<file path="src/rtl/ad_axis_pkg.sv">
// rtl/ad_axis_pkg.sv - shared constants, state type and helpers for the AXI-stream arbiters
package ad_axis_pkg;

  localparam logic ST_IDLE = 1'b0;
  localparam logic ST_LOCK = 1'b1;

  typedef enum logic {
    S_IDLE = ST_IDLE,
    S_LOCK = ST_LOCK
  } arb_state_e;

  // Index width for n channels; never narrower than one bit.
  function automatic int clog2(input int n);
    int r;
    r = 0;
    while ((1 << r) < n) r = r + 1;
    if (r < 1) r = 1;
    return r;
  endfunction

endpackage

</file>
<file path="src/rtl/ad_axis_inf_rx_arb_if.sv">
// rtl/ad_axis_inf_rx_arb_if.sv - bundled stream/control signals of the receive arbiter
interface ad_axis_inf_rx_arb_if #(
  parameter int NUM_CH     = 4,
  parameter int DATA_WIDTH = 16
);
  localparam int CH_W = ad_axis_pkg::clog2(NUM_CH);

  logic [NUM_CH-1:0]            ch_enable;
  logic [NUM_CH-1:0]            s_valid;
  logic [NUM_CH-1:0]            s_last;
  logic [NUM_CH*DATA_WIDTH-1:0] s_data;
  logic [NUM_CH-1:0]            s_ready;
  logic                         m_valid;
  logic                         m_last;
  logic [DATA_WIDTH-1:0]        m_data;
  logic [CH_W-1:0]              m_chan;
  logic                         m_ready;
  logic                         busy;
  logic [CH_W-1:0]              grant;

  // Arbiter side: consumes the per-channel sources, drives the merged stream.
  modport master (
    input  ch_enable, s_valid, s_last, s_data, m_ready,
    output s_ready, m_valid, m_last, m_data, m_chan, busy, grant
  );

  // Environment side: drives the sources and the downstream ready.
  modport slave (
    output ch_enable, s_valid, s_last, s_data, m_ready,
    input  s_ready, m_valid, m_last, m_data, m_chan, busy, grant
  );

endinterface

</file>
<file path="src/rtl/ad_rr_pick.sv">
// rtl/ad_rr_pick.sv - combinational round-robin picker searching circularly after the last grant
module ad_rr_pick
  import ad_axis_pkg::*;
#(
  parameter int NUM_CH = 4,
  parameter int CH_W   = clog2(NUM_CH)
) (
  input  logic [NUM_CH-1:0] req_i,
  input  logic [CH_W-1:0]   last_i,
  output logic [CH_W-1:0]   idx_o,
  output logic              found_o
);

  // Two ascending passes: indices above last_i first, then wrap to those at or below it.
  always_comb begin
    idx_o   = last_i;
    found_o = 1'b0;
    for (int j = 0; j < NUM_CH; j++) begin
      if (!found_o && req_i[j] && (CH_W'(j) > last_i)) begin
        found_o = 1'b1;
        idx_o   = CH_W'(j);
      end
    end
    for (int j = 0; j < NUM_CH; j++) begin
      if (!found_o && req_i[j] && (CH_W'(j) <= last_i)) begin
        found_o = 1'b1;
        idx_o   = CH_W'(j);
      end
    end
  end

endmodule

</file>
<file path="src/rtl/ad_axis_inf_rx_arb.sv">
// rtl/ad_axis_inf_rx_arb.sv - packet-atomic round-robin merge of NUM_CH streams into one
module ad_axis_inf_rx_arb
  import ad_axis_pkg::*;
#(
  parameter int NUM_CH     = 4,
  parameter int DATA_WIDTH = 16
) (
  input  logic                  clk,
  input  logic                  rstn,
  ad_axis_inf_rx_arb_if.master  bus
);

  localparam int CH_W = clog2(NUM_CH);

  arb_state_e            state_q, state_d;
  logic [CH_W-1:0]       grant_q, grant_d;
  logic                  busy_q;
  logic                  m_valid_q, m_valid_d;
  logic                  m_last_q, m_last_d;
  logic [DATA_WIDTH-1:0] m_data_q, m_data_d;
  logic [CH_W-1:0]       m_chan_q, m_chan_d;

  logic [NUM_CH-1:0]     req;
  logic [NUM_CH-1:0]     s_ready;
  logic [CH_W-1:0]       pick_idx;
  logic                  pick_found;
  logic                  out_rdy;
  logic                  sel_valid;
  logic                  sel_last;
  logic [DATA_WIDTH-1:0] sel_data;
  logic                  xfer;

  // Enable only gates new arbitration; an open packet keeps flowing regardless.
  assign req     = bus.s_valid & bus.ch_enable;
  assign out_rdy = bus.m_ready | ~m_valid_q;

  ad_rr_pick #(
    .NUM_CH (NUM_CH),
    .CH_W   (CH_W)
  ) u_pick (
    .req_i   (req),
    .last_i  (grant_q),
    .idx_o   (pick_idx),
    .found_o (pick_found)
  );

  // Select the granted channel's beat and open only its ready; no s_valid term in s_ready.
  always_comb begin
    sel_valid = 1'b0;
    sel_last  = 1'b0;
    sel_data  = '0;
    s_ready   = '0;
    for (int i = 0; i < NUM_CH; i++) begin
      if (grant_q == CH_W'(i)) begin
        sel_valid  = bus.s_valid[i];
        sel_last   = bus.s_last[i];
        sel_data   = bus.s_data[i*DATA_WIDTH +: DATA_WIDTH];
        s_ready[i] = (state_q == S_LOCK) && out_rdy;
      end
    end
  end

  assign xfer = (state_q == S_LOCK) && out_rdy && sel_valid;

  // Next state: arbitrate in IDLE, release the grant on the accepted last beat.
  always_comb begin
    state_d = state_q;
    grant_d = grant_q;
    case (state_q)
      S_IDLE: begin
        if (pick_found) begin
          grant_d = pick_idx;
          state_d = S_LOCK;
        end
      end
      S_LOCK: begin
        if (xfer && sel_last) state_d = S_IDLE;
      end
    endcase
  end

  // Output register next value: load on transfer, drain when downstream takes it.
  always_comb begin
    m_valid_d = m_valid_q;
    m_last_d  = m_last_q;
    m_data_d  = m_data_q;
    m_chan_d  = m_chan_q;
    if (xfer) begin
      m_valid_d = 1'b1;
      m_last_d  = sel_last;
      m_data_d  = sel_data;
      m_chan_d  = grant_q;
    end else if (out_rdy) begin
      m_valid_d = 1'b0;
    end
  end

  // State, grant and output registers; grant resets to the top index so channel 0 wins first.
  always_ff @(posedge clk or negedge rstn) begin
    if (!rstn) begin
      state_q   <= S_IDLE;
      grant_q   <= CH_W'(NUM_CH - 1);
      busy_q    <= 1'b0;
      m_valid_q <= 1'b0;
      m_last_q  <= 1'b0;
      m_data_q  <= '0;
      m_chan_q  <= '0;
    end else begin
      state_q   <= state_d;
      grant_q   <= grant_d;
      busy_q    <= (state_d == S_LOCK);
      m_valid_q <= m_valid_d;
      m_last_q  <= m_last_d;
      m_data_q  <= m_data_d;
      m_chan_q  <= m_chan_d;
    end
  end

  assign bus.s_ready = s_ready;
  assign bus.m_valid = m_valid_q;
  assign bus.m_last  = m_last_q;
  assign bus.m_data  = m_data_q;
  assign bus.m_chan  = m_chan_q;
  assign bus.busy    = busy_q;
  assign bus.grant   = grant_q;

endmodule

</file>
<file path="src/flat_wrapper.sv">
// flat-port wrapper written by rule: the top's interface ports become plain ports
module ad_axis_inf_rx_arb_flat import ad_axis_pkg::*;
#(
  parameter int NUM_CH     = 4,
  parameter int DATA_WIDTH = 16
)
  (clk, rstn, bus_ch_enable, bus_s_valid, bus_s_last, bus_s_data, bus_m_ready, bus_s_ready, bus_m_valid, bus_m_last, bus_m_data, bus_m_chan, bus_busy, bus_grant);
  ad_axis_inf_rx_arb_if #(.NUM_CH(NUM_CH), .DATA_WIDTH(DATA_WIDTH)) bus_i ();
  input  logic clk;
  input  logic rstn;
  input wire logic [$bits(bus_i.ch_enable)-1:0] bus_ch_enable;
  input wire logic [$bits(bus_i.s_valid)-1:0] bus_s_valid;
  input wire logic [$bits(bus_i.s_last)-1:0] bus_s_last;
  input wire logic [$bits(bus_i.s_data)-1:0] bus_s_data;
  input wire logic [$bits(bus_i.m_ready)-1:0] bus_m_ready;
  output wire logic [$bits(bus_i.s_ready)-1:0] bus_s_ready;
  output wire logic [$bits(bus_i.m_valid)-1:0] bus_m_valid;
  output wire logic [$bits(bus_i.m_last)-1:0] bus_m_last;
  output wire logic [$bits(bus_i.m_data)-1:0] bus_m_data;
  output wire logic [$bits(bus_i.m_chan)-1:0] bus_m_chan;
  output wire logic [$bits(bus_i.busy)-1:0] bus_busy;
  output wire logic [$bits(bus_i.grant)-1:0] bus_grant;
  assign bus_i.ch_enable = bus_ch_enable;
  assign bus_i.s_valid = bus_s_valid;
  assign bus_i.s_last = bus_s_last;
  assign bus_i.s_data = bus_s_data;
  assign bus_i.m_ready = bus_m_ready;
  assign bus_s_ready = bus_i.s_ready;
  assign bus_m_valid = bus_i.m_valid;
  assign bus_m_last = bus_i.m_last;
  assign bus_m_data = bus_i.m_data;
  assign bus_m_chan = bus_i.m_chan;
  assign bus_busy = bus_i.busy;
  assign bus_grant = bus_i.grant;
  ad_axis_inf_rx_arb #(.NUM_CH(NUM_CH), .DATA_WIDTH(DATA_WIDTH)) u_core (.clk(clk), .rstn(rstn), .bus(bus_i));
endmodule
</file>
<file path="config.mk">
export PLATFORM = sky130hd
export DESIGN_NAME = ad_axis_inf_rx_arb_flat
export DESIGN_NICKNAME = d
export VERILOG_FILES = /design/src/rtl/ad_axis_pkg.sv /design/src/rtl/ad_axis_inf_rx_arb_if.sv /design/src/rtl/ad_rr_pick.sv /design/src/rtl/ad_axis_inf_rx_arb.sv /design/src/flat_wrapper.sv
export SDC_FILE = /design/constraint.sdc
export NUM_CORES = 1
export LEC_CHECK = 0
export ABC_AREA = 1
export BUFFER_PORTS_ARGS = -buffer_cell sky130_fd_sc_hd__buf_2
export CORE_MARGIN = 3
export CORE_UTILIZATION = 34
export DETAILED_ROUTE_END_ITERATION = 8
export PLACE_DENSITY = 0.71
export SLEW_MARGIN = 20
export SYNTH_ARGS = -nofsm -noshare
export SYNTH_HDL_FRONTEND = slang
export SYNTH_SLANG_ARGS = --single-unit
</file>
<file path="constraint.sdc">
create_clock -name clk -period 1.3 [get_ports clk]
set_input_delay 0 -clock clk [delete_from_list [all_inputs] [get_ports clk]]
set_output_delay 0 -clock clk [all_outputs]
set_load 0.01 [all_outputs]
</file>
== After elaboration in Yosys (flattened, before gate mapping) ==
Cells that the tools add are included.
Storage, ports and cells
  output and inout bits: 27
  register bits: 23
  logic and storage cells: 87
  input bits: 79
Operators by class
  mux-type cells: 37
  eq/ne operators: 3
  reduce and logical (&&, ||, !) cells: 29
  bitwise logic cells: 4
  magnitude comparators: 8
Operator list (count)
  2-to-1 mux 16 bit: 4
  2-to-1 mux 1 bit: 24
  logical AND 1 bit: 18
  2-to-1 mux 2 bit: 8
  nonzero test 8 bit: 1
  logical NOT 1 bit: 7
  AND 4 bit: 1
  == test 2 bit, second input constant: 2
  greater-than comparator 1 x 2 -> 1 bit, first input constant: 2
  greater-than comparator 2 bit, first input constant: 2
  less-or-equal comparator 1 x 2 -> 1 bit, first input constant: 2
  less-or-equal comparator 2 bit, first input constant: 2
  AND reduction 3 bit: 1
  == test 2 x 1 -> 1 bit, second input constant: 1
  logical NOT 2 bit: 1
  NOT 1 bit: 2
  one-hot mux 1 bit (2 select lines): 1
  nonzero test 2 bit: 1
  bitwise OR 1 bit: 1

== Longest topological paths before layout ==
Gate-level depths: netlist (run 1).
  word-level depth: 33
  depth in mapped cells: 10

== Cells and area by module ==
Synthesis (run 1) repeated with hierarchy kept, for this count alone.
Second synthesis, totals
  cell total of the unflattened synthesis: 251
  area total of the unflattened synthesis: 1577.8 um^2
Modules (own cells, without submodules)
  ad_axis_inf_rx_arb: area each 1433.9 um^2, cells each 219, sequential area each 578.1 um^2, instances 1
  ad_rr_pick: area each 143.9 um^2, cells each 32, sequential area each 0.0 um^2, instances 1

== Least setup slack after synthesis (run 1) ==
Ideal clock, no wire load.
  path type: register -> register
  from: reg u_core.grant_q[1] (netlist: u_core.bus.grant[1])
  to: reg u_core.m_last_q (netlist: u_core.bus.m_last)
  data required time: 1.183 ns
  period minus slack after synthesis: 1.564 ns
  arrival: 1.447 ns
  cell stages (with the launch flop): 9
  path slack: -0.264 ns
  cells stage by stage: dfstp_2 nand2_1 nor2_1 nand2_1 nand2_4 inv_2 buf_6 nand2_1 nand2_1
On the way
  cells in the longest elaborated chain, start to end: 6
RTL lines
  start: declaration: RTL line ad_axis_inf_rx_arb.sv:16  | logic [CH_W-1:0] grant_q, grant_d;
  start signal: assignment: RTL line ad_axis_inf_rx_arb.sv:102  | grant_q <= CH_W'(NUM_CH - 1);
  start signal: assignment: RTL line ad_axis_inf_rx_arb.sv:110  | grant_q <= grant_d;
  logical NOT 2 bit: RTL line ad_axis_inf_rx_arb.sv:54  | if (grant_q == CH_W'(i)) begin
  2-to-1 mux 1 bit (4 in a row): RTL line ad_axis_inf_rx_arb.sv:54
  logical AND 1 bit: RTL line ad_axis_inf_rx_arb.sv:63  | assign xfer = (state_q == S_LOCK) && out_rdy && sel_valid;
  end signal: assignment: RTL line ad_axis_inf_rx_arb.sv:113  | m_last_q <= m_last_d;
  end: declaration: RTL line ad_axis_inf_rx_arb.sv:19  | logic m_last_q, m_last_d;
Several ways; a longest one is shown, not always the timed one.
A chain may end at the register's enable or synchronous reset.

== Final worst setup path (run 1) ==
  from: reg u_core.grant_q[1] (netlist: u_core.bus.grant[1])
  to: reg u_core.m_data_q[4] (netlist: u_core.bus.m_data[4])
On the way
  cells in the longest elaborated chain, start to end: 6
RTL lines
  logical NOT 2 bit: RTL line ad_axis_inf_rx_arb.sv:54
  2-to-1 mux 1 bit (4 in a row): RTL line ad_axis_inf_rx_arb.sv:54
  logical AND 1 bit: RTL line ad_axis_inf_rx_arb.sv:63
  end signal: assignment: RTL line ad_axis_inf_rx_arb.sv:114  | m_data_q <= m_data_d;
  end: declaration: RTL line ad_axis_inf_rx_arb.sv:20  | logic [DATA_WIDTH-1:0] m_data_q, m_data_d;
Several ways; a longest one is shown, not always the timed one.

==> results.yml, run 1 <==
power_and_ir_drop:
  sw_frac_of_total_pct: 47.6
  ir_drop_uv: 1160
  p_total_mw: 5.61
  p_clk_share_pct: 8.0
  p_switching_mw: 2.67
  p_seq_share_pct: 23.3
  power_density_mw_per_mm2: 2360
  internal_power_mw: 2.94
  p_leak_nw: 1.36
  pwr-share-comb_pct: 68.8
yosys:
  synth_area_leaders: "dfrtp_1, nand2_1, nand3_1"
  seq_area_frac_synth_pct: 38.7
  syn_nets: 310
  ys_ff_latch: 23
  synth.avg_cell_area_um2: 6.46
  yosysWarnings: 0
  yosysTopAreaCell: "dfrtp_1"
  ys_types: 19
  synthesis.area_mm2: 0.00149
  yosysTopAreaCellShare_pct: 35.2
  syn-instance-count: 231
critical_path:
  startpoint: "u_core.bus.grant[1]$_DFFE_PN1P_"
  crit_path_max_fanout: 7
  reg2reg_setup_slack_ps: -120
  crit_required_ps: 1510
  start_kind: "register"
  r2r_start: "u_core.bus.grant[1]$_DFFE_PN1P_"
  setup.worst_path.end_class: "register"
  critPathKind: "reg2reg"
  cp.arrival_ps: 1630
final_layout:
  n_fill_cell: 420
  area_growth_syn_to_layout_pct: 59.3
  antenna_cells: 0
  nets: 437
  final_cell_mix: "nand2_1, buf_2, nand3_1"
  finalNonFillerCells: 407
  final_common_cell: "nand2_1"
  drive_above_1_share_pct: 44.5
timing:
  period_needed_ps: 1420
  setup_violations: 25
  max_freq_mhz: 704
  worstMarginPinSlew_ps: 509
  hold_viol: 0
  min_period_over_period_pct: 109
  slew_violations: 0
  slew_headroom_pct: 66.1
  tns_ps: -2390
  fin_skew_ps: 5.51
  rsz0062_at_grt: "true"
  setup_slack_ps: -121
  hold_ws_ps: 32.3
routing:
  drt_iter0_drc: 81
  wl_met1_mm: 2.11
  wl_mm: 5.29
  wl_met3_um: 322
  via_per_inst: 4.87
  ant_nets: 0
  routedWlPerCell_um: 13.0
  dr.max_layer_used: "met4"
  drcViolationCount: 0
  wl_met2_mm: 2.73
  first_pass_iters: 4
  num_vias: 1982
outcome:
  outcome: "finished with violations"
  violations: "negative setup slack"
clock_tree:
  cts_root_buf: "clkbuf_8"
  numCtsBuffers: 3
  insertion_delay_ps: 270
  ctsHtreeMaxLevel: 1
  cts_tree: "yes"
  ctsLongestPathBuffers: 2
  clk_pin_slew_ps: 80
  cts.sinks: 23
floorplanning:
  placeableCoreArea_mm2: 0.00412
  die_y_um: 72.3
  row_count: 23
  dieWidth_um: 72.3
  die_area_mm2: 0.00522
  start_util_pct: 36.3
  ios: 106
global_routing:
  grt_pass1_wl_mm: 8.19
  overflow: 0
  grt_pass1_vias: 1860
  grt_start_max_net_pins: 24
  grt_antenna_before_repair: 0
  track_usage_pct: 19.6
placed_design:
  dp_cells: 399
  place_hpwl_mm: 4.15
  gp_congestion: 0.874
  place_ws_ps: -202
  io_buffers: 105
run:
  maxCapViolCount: 0
min_path:
  hold_start: "bus_s_data[14]"
  hp-class: "in2reg"
## power groups by stage
stage | registers [mW] | clock network (mW) | logic [mW]
after floorplan | 1.46 | 0 | 1.93
after global placement | 1.29 | 0 | 3.46
after detailed placement | 1.30 | 0 | 3.52
after CTS | 1.29 | 0.452 | 3.60
after global routing | 1.34 | 0.478 | 4.29
final | 1.30 | 0.448 | 3.86
## flip-flops by register name, summed over array words and instances (netlist names)
signal              count
u_core.bus.m_data      16
u_core.bus.grant        2
u_core.bus.m_chan       2
u_core.bus.m_last       1
u_core.bus.m_valid      1
u_core.state_q          1
## metal layers
| layer | up-vias | GRT usage, % |
|---|---|---|
| li1 | 1000 | - |
| met1 | 906 | 24.1 |
| met2 | 65 | 34.0 |
| met3 | 11 | 2.35 |
| met4 | 0 | 9.19 |
| met5 | - | 0 |
## cells in the mapped netlist
cell type  number
o21ai_2         3
nand3_1        23
nand2_4         1
buf_4           1
nor2_2          1
o22ai_1         1
nand4_1        17
buf_6           2
dfrtp_1        21
o21ai_0         3
dfstp_2         2
buf_2           5
inv_1           9
nand2_1       124
a22oi_1         1
nor3_1          2
inv_2           4
nor2_1          9
clkbuf_1        2
## cell type report
cell class	instances	area (um2)	area share [%]
clock inverters	1	5.00	0.211
multi-input cells	185	861	36.2
flip-flops and latches	23	578	24.3
inverters	13	61.3	2.58
well taps	50	62.6	2.63
clock buffers	3	41.3	1.74
repair buffers	132	768	32.3
## worst max-delay path, stage by stage, from the launching register on
cell     delay [ps]
dfstp_2         580
inv_4            60
nand2_4          90
nor2_2           30
nor2_1          100
nand2_1         100
nand2_4         120
buf_6           150
nand2_1          50
nand2_1          60
## cells by family (layout without fill, tap and decap cells)
| family | after synthesis | after routing | share of synthesized area (%) |
|---|---|---|---|
| flip-flops | 23 | 23 | 38.7 |
| AND/OR/NAND/NOR | 177 | 177 | 50.1 |
| buffers and inverters | 23 | 149 | 7.46 |
| AO/OA/AOI/OAI | 8 | 8 | 3.69 |
## metrics by stage
| step | utilization [%] | cell area, um2 |
|---|---|---|
| 6_report | 57.8 | 2380 |
| 3_5_place_dp | 53.9 | 2220 |
| 5_1_grt | 57.8 | 2380 |
| 3_3_place_gp | 53.9 | 2220 |
| 2_1_floorplan | - | 1510 |
| 4_1_cts | 55.9 | 2300 |
## timing repair
action,in CTS,in global routing
gates cloned,0,1
hold buffers,2,0
setup buffers,0,1
setup endpoints to repair,25,27
resized for setup,6,20
pin swaps,0,6
endpoints found under the hold margin,22,0
## worst paths after layout
path,end,cells after the start
min in group asynchronous,u_core.bus.m_data[1]$_DFFE_PN0P_,2
setup reg to reg,u_core.bus.m_data[4]$_DFFE_PN0P_,9
hold / removal,u_core.bus.m_data[14]$_DFFE_PN0P_,5
max in group asynchronous,u_core.bus.grant[1]$_DFFE_PN1P_,2
hold reg to reg,u_core.bus.m_data[15]$_DFFE_PN0P_,2
setup / recovery,u_core.bus.m_data[4]$_DFFE_PN0P_,9
Note: power is estimated with default switching activity, not from simulation.
==> run 2, diff against run 1 <==
--- a/config.mk
+++ b/config.mk
@@ -7,10 +7,12 @@
 export LEC_CHECK = 0
 export ABC_AREA = 1
 export BUFFER_PORTS_ARGS = -buffer_cell sky130_fd_sc_hd__buf_2
+export CORE_ASPECT_RATIO = 0.75
 export CORE_MARGIN = 3
 export CORE_UTILIZATION = 34
+export CTS_CLUSTER_SIZE = 12
 export DETAILED_ROUTE_END_ITERATION = 8
-export PLACE_DENSITY = 0.71
+export PLACE_DENSITY = 0.69
 export SLEW_MARGIN = 20
 export SYNTH_ARGS = -nofsm -noshare
 export SYNTH_HDL_FRONTEND = slang
==> results.yml, run 2 (same netlist as run 1, synthesis figures left out) <==
final_layout:
  n_fill_cell: 387
  final_common_cell: "nand2_1"
  finalNonFillerCells: 412
  final_cell_mix: "nand2_1, buf_2, dfrtp_1"
  antenna_cells: 0
  multiInputGateArea_um2: 970
  nets: 437
  largest_reg_flops: 16
  regArea_um2: 578
  drive_above_1_share_pct: 49.6
  area_growth_syn_to_layout_pct: 72.0
critical_path:
  setup.worst_path.end_class: "register"
  start_kind: "register"
  crit_required_ps: 1500
  reg2reg_setup_slack_ps: -200
  cp.arrival_ps: 1710
  critPathKind: "reg2reg"
  crit_path_max_fanout: 8
placed_design:
  place_hpwl_mm: 3.82
  dp_cells: 395
  gp_congestion: 0.804
  io_buffers: 105
power_and_ir_drop:
  ir_drop_uv: 1080
  p_leak_nw: 1.41
  p_total_mw: 6.22
  power_density_mw_per_mm2: 2420
timing:
  max_freq_mhz: 665
  fin_skew_ps: 6.70
  rsz0062_at_grt: "true"
  min_period_over_period_pct: 116
  hold_viol: 0
  setup_violations: 28
  worstMarginPinSlew_ps: 513
  slew_violations: 0
  setup_slack_ps: -205
  period_needed_ps: 1500
  slew_headroom_pct: 65.8
global_routing:
  grt_start_max_net_pins: 24
  overflow: 0
  grt_antenna_before_repair: 0
  grt_pass1_vias: 1698
  track_usage_pct: 19.1
  grt_pass1_wl_mm: 7.82
floorplanning:
  ios: 106
  dieWidth_um: 82.5
  row_count: 20
  placeableCoreArea_mm2: 0.00413
  die_y_um: 63.4
  die_area_mm2: 0.00523
  start_util_pct: 36.2
routing:
  via_per_inst: 4.73
  num_vias: 1948
  ant_nets: 0
  routedWlPerCell_um: 13.0
  drcViolationCount: 0
  first_pass_iters: 4
  wl_mm: 5.35
  drt_iter0_drc: 141
outcome:
  outcome: "finished with violations"
  violations: "negative setup slack"
clock_tree:
  insertion_delay_ps: 260
  ctsLongestPathBuffers: 2
  cts_tree: "yes"
  cts.sinks: 23
  clk_pin_slew_ps: 80
  cts_root_buf: "clkbuf_8"
  numCtsBuffers: 3
  ctsHtreeMaxLevel: 1
min_path:
  hp-class: "in2reg"
run:
  maxCapViolCount: 0
run 2: cell type report:
type / instances / area share [%]
repair buffers: 132 / 32.6
multi-input cells: 185 / 37.8
clock buffers: 4 / 1.75
flip-flops and latches: 23 / 22.5
well taps: 55 / 2.68
inverters: 13 / 2.68
run 2: layer usage:
metal	global-route usage, %	routed length, um	vias up
met5	0	0	-
met4	3.88	32	0
met3	4.14	398	4
met2	31.2	2500	75
met1	25.9	2420	873
li1	-	-	996
run 2: path summary, 6_finish.rpt:
check / from / endpoint / depth (start not counted)
max: u_core.bus.grant[0]$_DFFE_PN1P_ / u_core.bus.m_data[15]$_DFFE_PN0P_ / 9
min: bus_s_data[6] / u_core.bus.m_data[6]$_DFFE_PN0P_ / 5
max reg2reg: u_core.bus.grant[0]$_DFFE_PN1P_ / u_core.bus.m_data[15]$_DFFE_PN0P_ / 9
min reg2reg: u_core.bus.m_data[8]$_DFFE_PN0P_ / u_core.bus.m_data[8]$_DFFE_PN0P_ / 2
max in group asynchronous: rstn / u_core.bus.grant[1]$_DFFE_PN1P_ / 2
min in group asynchronous: rstn / u_core.bus.m_chan[1]$_DFFE_PN0P_ / 2
run 2: critical path, stage by stage, from the launching register on:
cell	delay (ps)
dfstp_2	650
inv_4	80
nand2_8	80
nor2_2	30
nor2_1	70
nand2_1	90
nand2_4	140
clkbuf_16	190
nand2_1	50
nand2_1	50
run 2: what timing repair did:
action,4_1_cts,5_1_grt
endpoints found under the setup margin,27,28
hold buffers,2,0
endpoints found under the hold margin,22,0
resized for setup,10,54
pin swaps,4,16
setup buffers,4,7
gates cloned,0,1
run 2: per-stage QoR:
step	cell area [um2]	hold WS [ps]	util [%]	setup TNS, ps	setup slack (ps)
2_1_floorplan	1510	-296	-	-2500	-122
3_3_place_gp	2160	-0.851	52.2	-4900	-341
3_5_place_dp	2160	2.26	52.2	-5760	-388
4_1_cts	2290	37.4	55.4	-3500	-157
5_1_grt	2570	53.6	62.2	-5810	-258
6_report	2570	50.8	62.2	-4160	-205
run 2: report_power, final:
group	switching, mW	internal [mW]	total (mW)
clock network	0.220	0.219	0.438
registers	0.224	1.09	1.32
logic	2.51	1.96	4.47
total	2.95	3.27	6.22
==> run 3, diff against run 2 <==
--- a/config.mk
+++ b/config.mk
@@ -10,9 +10,11 @@
 export CORE_ASPECT_RATIO = 0.75
 export CORE_MARGIN = 3
 export CORE_UTILIZATION = 34
+export CTS_CLUSTER_DIAMETER = 200
 export CTS_CLUSTER_SIZE = 12
 export DETAILED_ROUTE_END_ITERATION = 8
 export PLACE_DENSITY = 0.69
+export REMOVE_ABC_BUFFERS = 1
 export SLEW_MARGIN = 20
 export SYNTH_ARGS = -nofsm -noshare
 export SYNTH_HDL_FRONTEND = slang
==> results.yml, run 3 (same netlist as run 1, synthesis figures left out) <==
outcome:
  violations: "negative setup slack"
  outcome: "finished with violations"
critical_path:
  critPathKind: "reg2reg"
  crit_path_max_fanout: 9
  critPathMaxStageDelay_ps: 600
  setup.worst_path.end_class: "register"
  r2r_start: "u_core.bus.grant[0]$_DFFE_PN1P_"
  reg2reg_setup_slack_ps: -170
  cp_common_cell: "nand2_1"
  r2r-end: "u_core.state_q$_DFF_PN0_"
  cp_slowest_cell: "dfstp_2"
  cp.arrival_ps: 1640
  r2r_cells: 8
  start_kind: "register"
  crit_required_ps: 1460
  crit_chain: "nand2_4 -> nor2_2 -> nand2_1 -> nand2_4 -> buf_12 -> nand2_1 -> nand2_1 -> nand2_1"
final_layout:
  final_cell_area_mm2: 0.00241
  fin_util_pct: 58.3
  final_cell_mix: "nand2_1, buf_2, nand3_1, dfrtp_1"
  area_growth_syn_to_layout_pct: 61.4
  final_common_cell: "nand2_1"
  finalNonFillerCells: 411
  largest_reg_flops: 16
  n_fill_cell: 402
  antenna_cells: 0
  drive_above_1_share_pct: 46.3
  nets: 436
clock_tree:
  numCtsBuffers: 3
  ctsLongestPathBuffers: 2
  cts_root_buf: "clkbuf_8"
  cts_tree: "yes"
  clk_pin_slew_ps: 80
  ctsHtreeMaxLevel: 1
  cts.sinks: 23
  insertion_delay_ps: 260
routing:
  drt_iter0_drc: 140
  first_pass_iters: 5
  routedWlPerCell_um: 12.9
  num_vias: 1969
  wl_mm: 5.32
  ant_nets: 0
  drcViolationCount: 0
  via_per_inst: 4.79
min_path:
  hp-class: "in2reg"
  worstHoldPathCells: 5
  hold_start: "bus_s_data[11]"
  whs_endpoint: "u_core.bus.m_data[11]$_DFFE_PN0P_"
global_routing:
  grt_start_max_net_pins: 24
  grt_pass1_vias: 1844
  grt_antenna_before_repair: 0
  track_usage_pct: 20.4
  overflow: 0
  grt_pass1_wl_mm: 8.26
placed_design:
  postPlaceCellArea_mm2: 0.00220
  gp_congestion: 0.872
  place_hpwl_mm: 3.96
  place_ws_ps: -250
  io_buffers: 105
  dp_cells: 401
timing:
  period_needed_ps: 1470
  rsz0062_at_grt: "true"
  fin_skew_ps: 1.49
  slew_headroom_pct: 65.8
  hold_ws_ps: 41.4
  max_freq_mhz: 679
  setup_slack_ps: -172
  hold_viol: 0
  min_period_over_period_pct: 113
  worstMarginPinSlew_ps: 513
  slew_violations: 0
  setup_violations: 26
  tns_ps: -3010
floorplanning:
  start_util_pct: 36.2
  row_count: 20
  die_y_um: 63.4
  ios: 106
  placeableCoreArea_mm2: 0.00413
  dieWidth_um: 82.5
  die_area_mm2: 0.00523
power_and_ir_drop:
  p_total_mw: 5.68
  ir_drop_uv: 1480
  power_density_mw_per_mm2: 2360
  p_leak_nw: 1.37
run:
  maxCapViolCount: 0
run 3: cell count changes in the layout (fill, tap and decap cells not counted), sizes merged:
cell    before  now
clkbuf       5    3
clkinv       0    1
run 3: layout make-up:
cell class / count / area [um2] / area share [%]
Multi-Input combinational cell: 185 / 878 / 36.5
Clock buffer: 3 / 41.3 / 1.71
Inverter: 13 / 58.8 / 2.44
Clock inverter: 1 / 5.00 / 0.208
Tap cell: 55 / 68.8 / 2.86
Timing Repair Buffer: 131 / 778 / 32.3
Sequential cell: 23 / 578 / 24.0
run 3: power breakdown:
group / total (mW) / internal, mW / switching [mW]
Sequential: 1.31 / 1.09 / 0.217
Clock: 0.447 / 0.214 / 0.233
Combinational: 3.92 / 1.69 / 2.24
Total: 5.68 / 2.99 / 2.69
run 3: how the worst max path moves through the flow:
stage / start / endpoint / slack (ps) / cells after the start
floorplan: u_core.bus.grant[0]$_DFFE_PN1P_ / u_core.bus.m_chan[1]$_DFFE_PN0P_ / -540 / 7
global placement: u_core.bus.grant[1]$_DFFE_PN1P_ / u_core.bus.m_valid$_DFFE_PN0P_ / -190 / 7
detailed placement: u_core.bus.grant[1]$_DFFE_PN1P_ / u_core.bus.m_valid$_DFFE_PN0P_ / -250 / 7
CTS: u_core.bus.grant[0]$_DFFE_PN1P_ / u_core.state_q$_DFF_PN0_ / -170 / 10
global route: u_core.bus.grant[0]$_DFFE_PN1P_ / u_core.state_q$_DFF_PN0_ / -250 / 10
finish: u_core.bus.grant[0]$_DFFE_PN1P_ / u_core.state_q$_DFF_PN0_ / -170 / 8
run 3: routing by layer:
layer | up-vias | GRT usage (%) | share of wire (%)
li1 | 997 | - | -
met1 | 883 | 25.2 | 43
met2 | 84 | 36.0 | 46
met3 | 5 | 5.00 | 9.6
met4 | 0 | 3.06 | 0.75
met5 | - | 0 | 0
run 3: repair_timing:
item                       CTS  global route
pin swaps                    6             8
setup endpoints to repair   25            28
resized for setup           27             7
hold endpoints to repair    22             0
gates cloned                 1             0
setup buffers                4             0
hold buffers                 2             0
run 3: critical path, delay by kind of cell (launching register included):
family,cells,cell delay [ps]
AND/OR/NAND/NOR,7,620
buffers and inverters,1,130
flip-flops,1,600
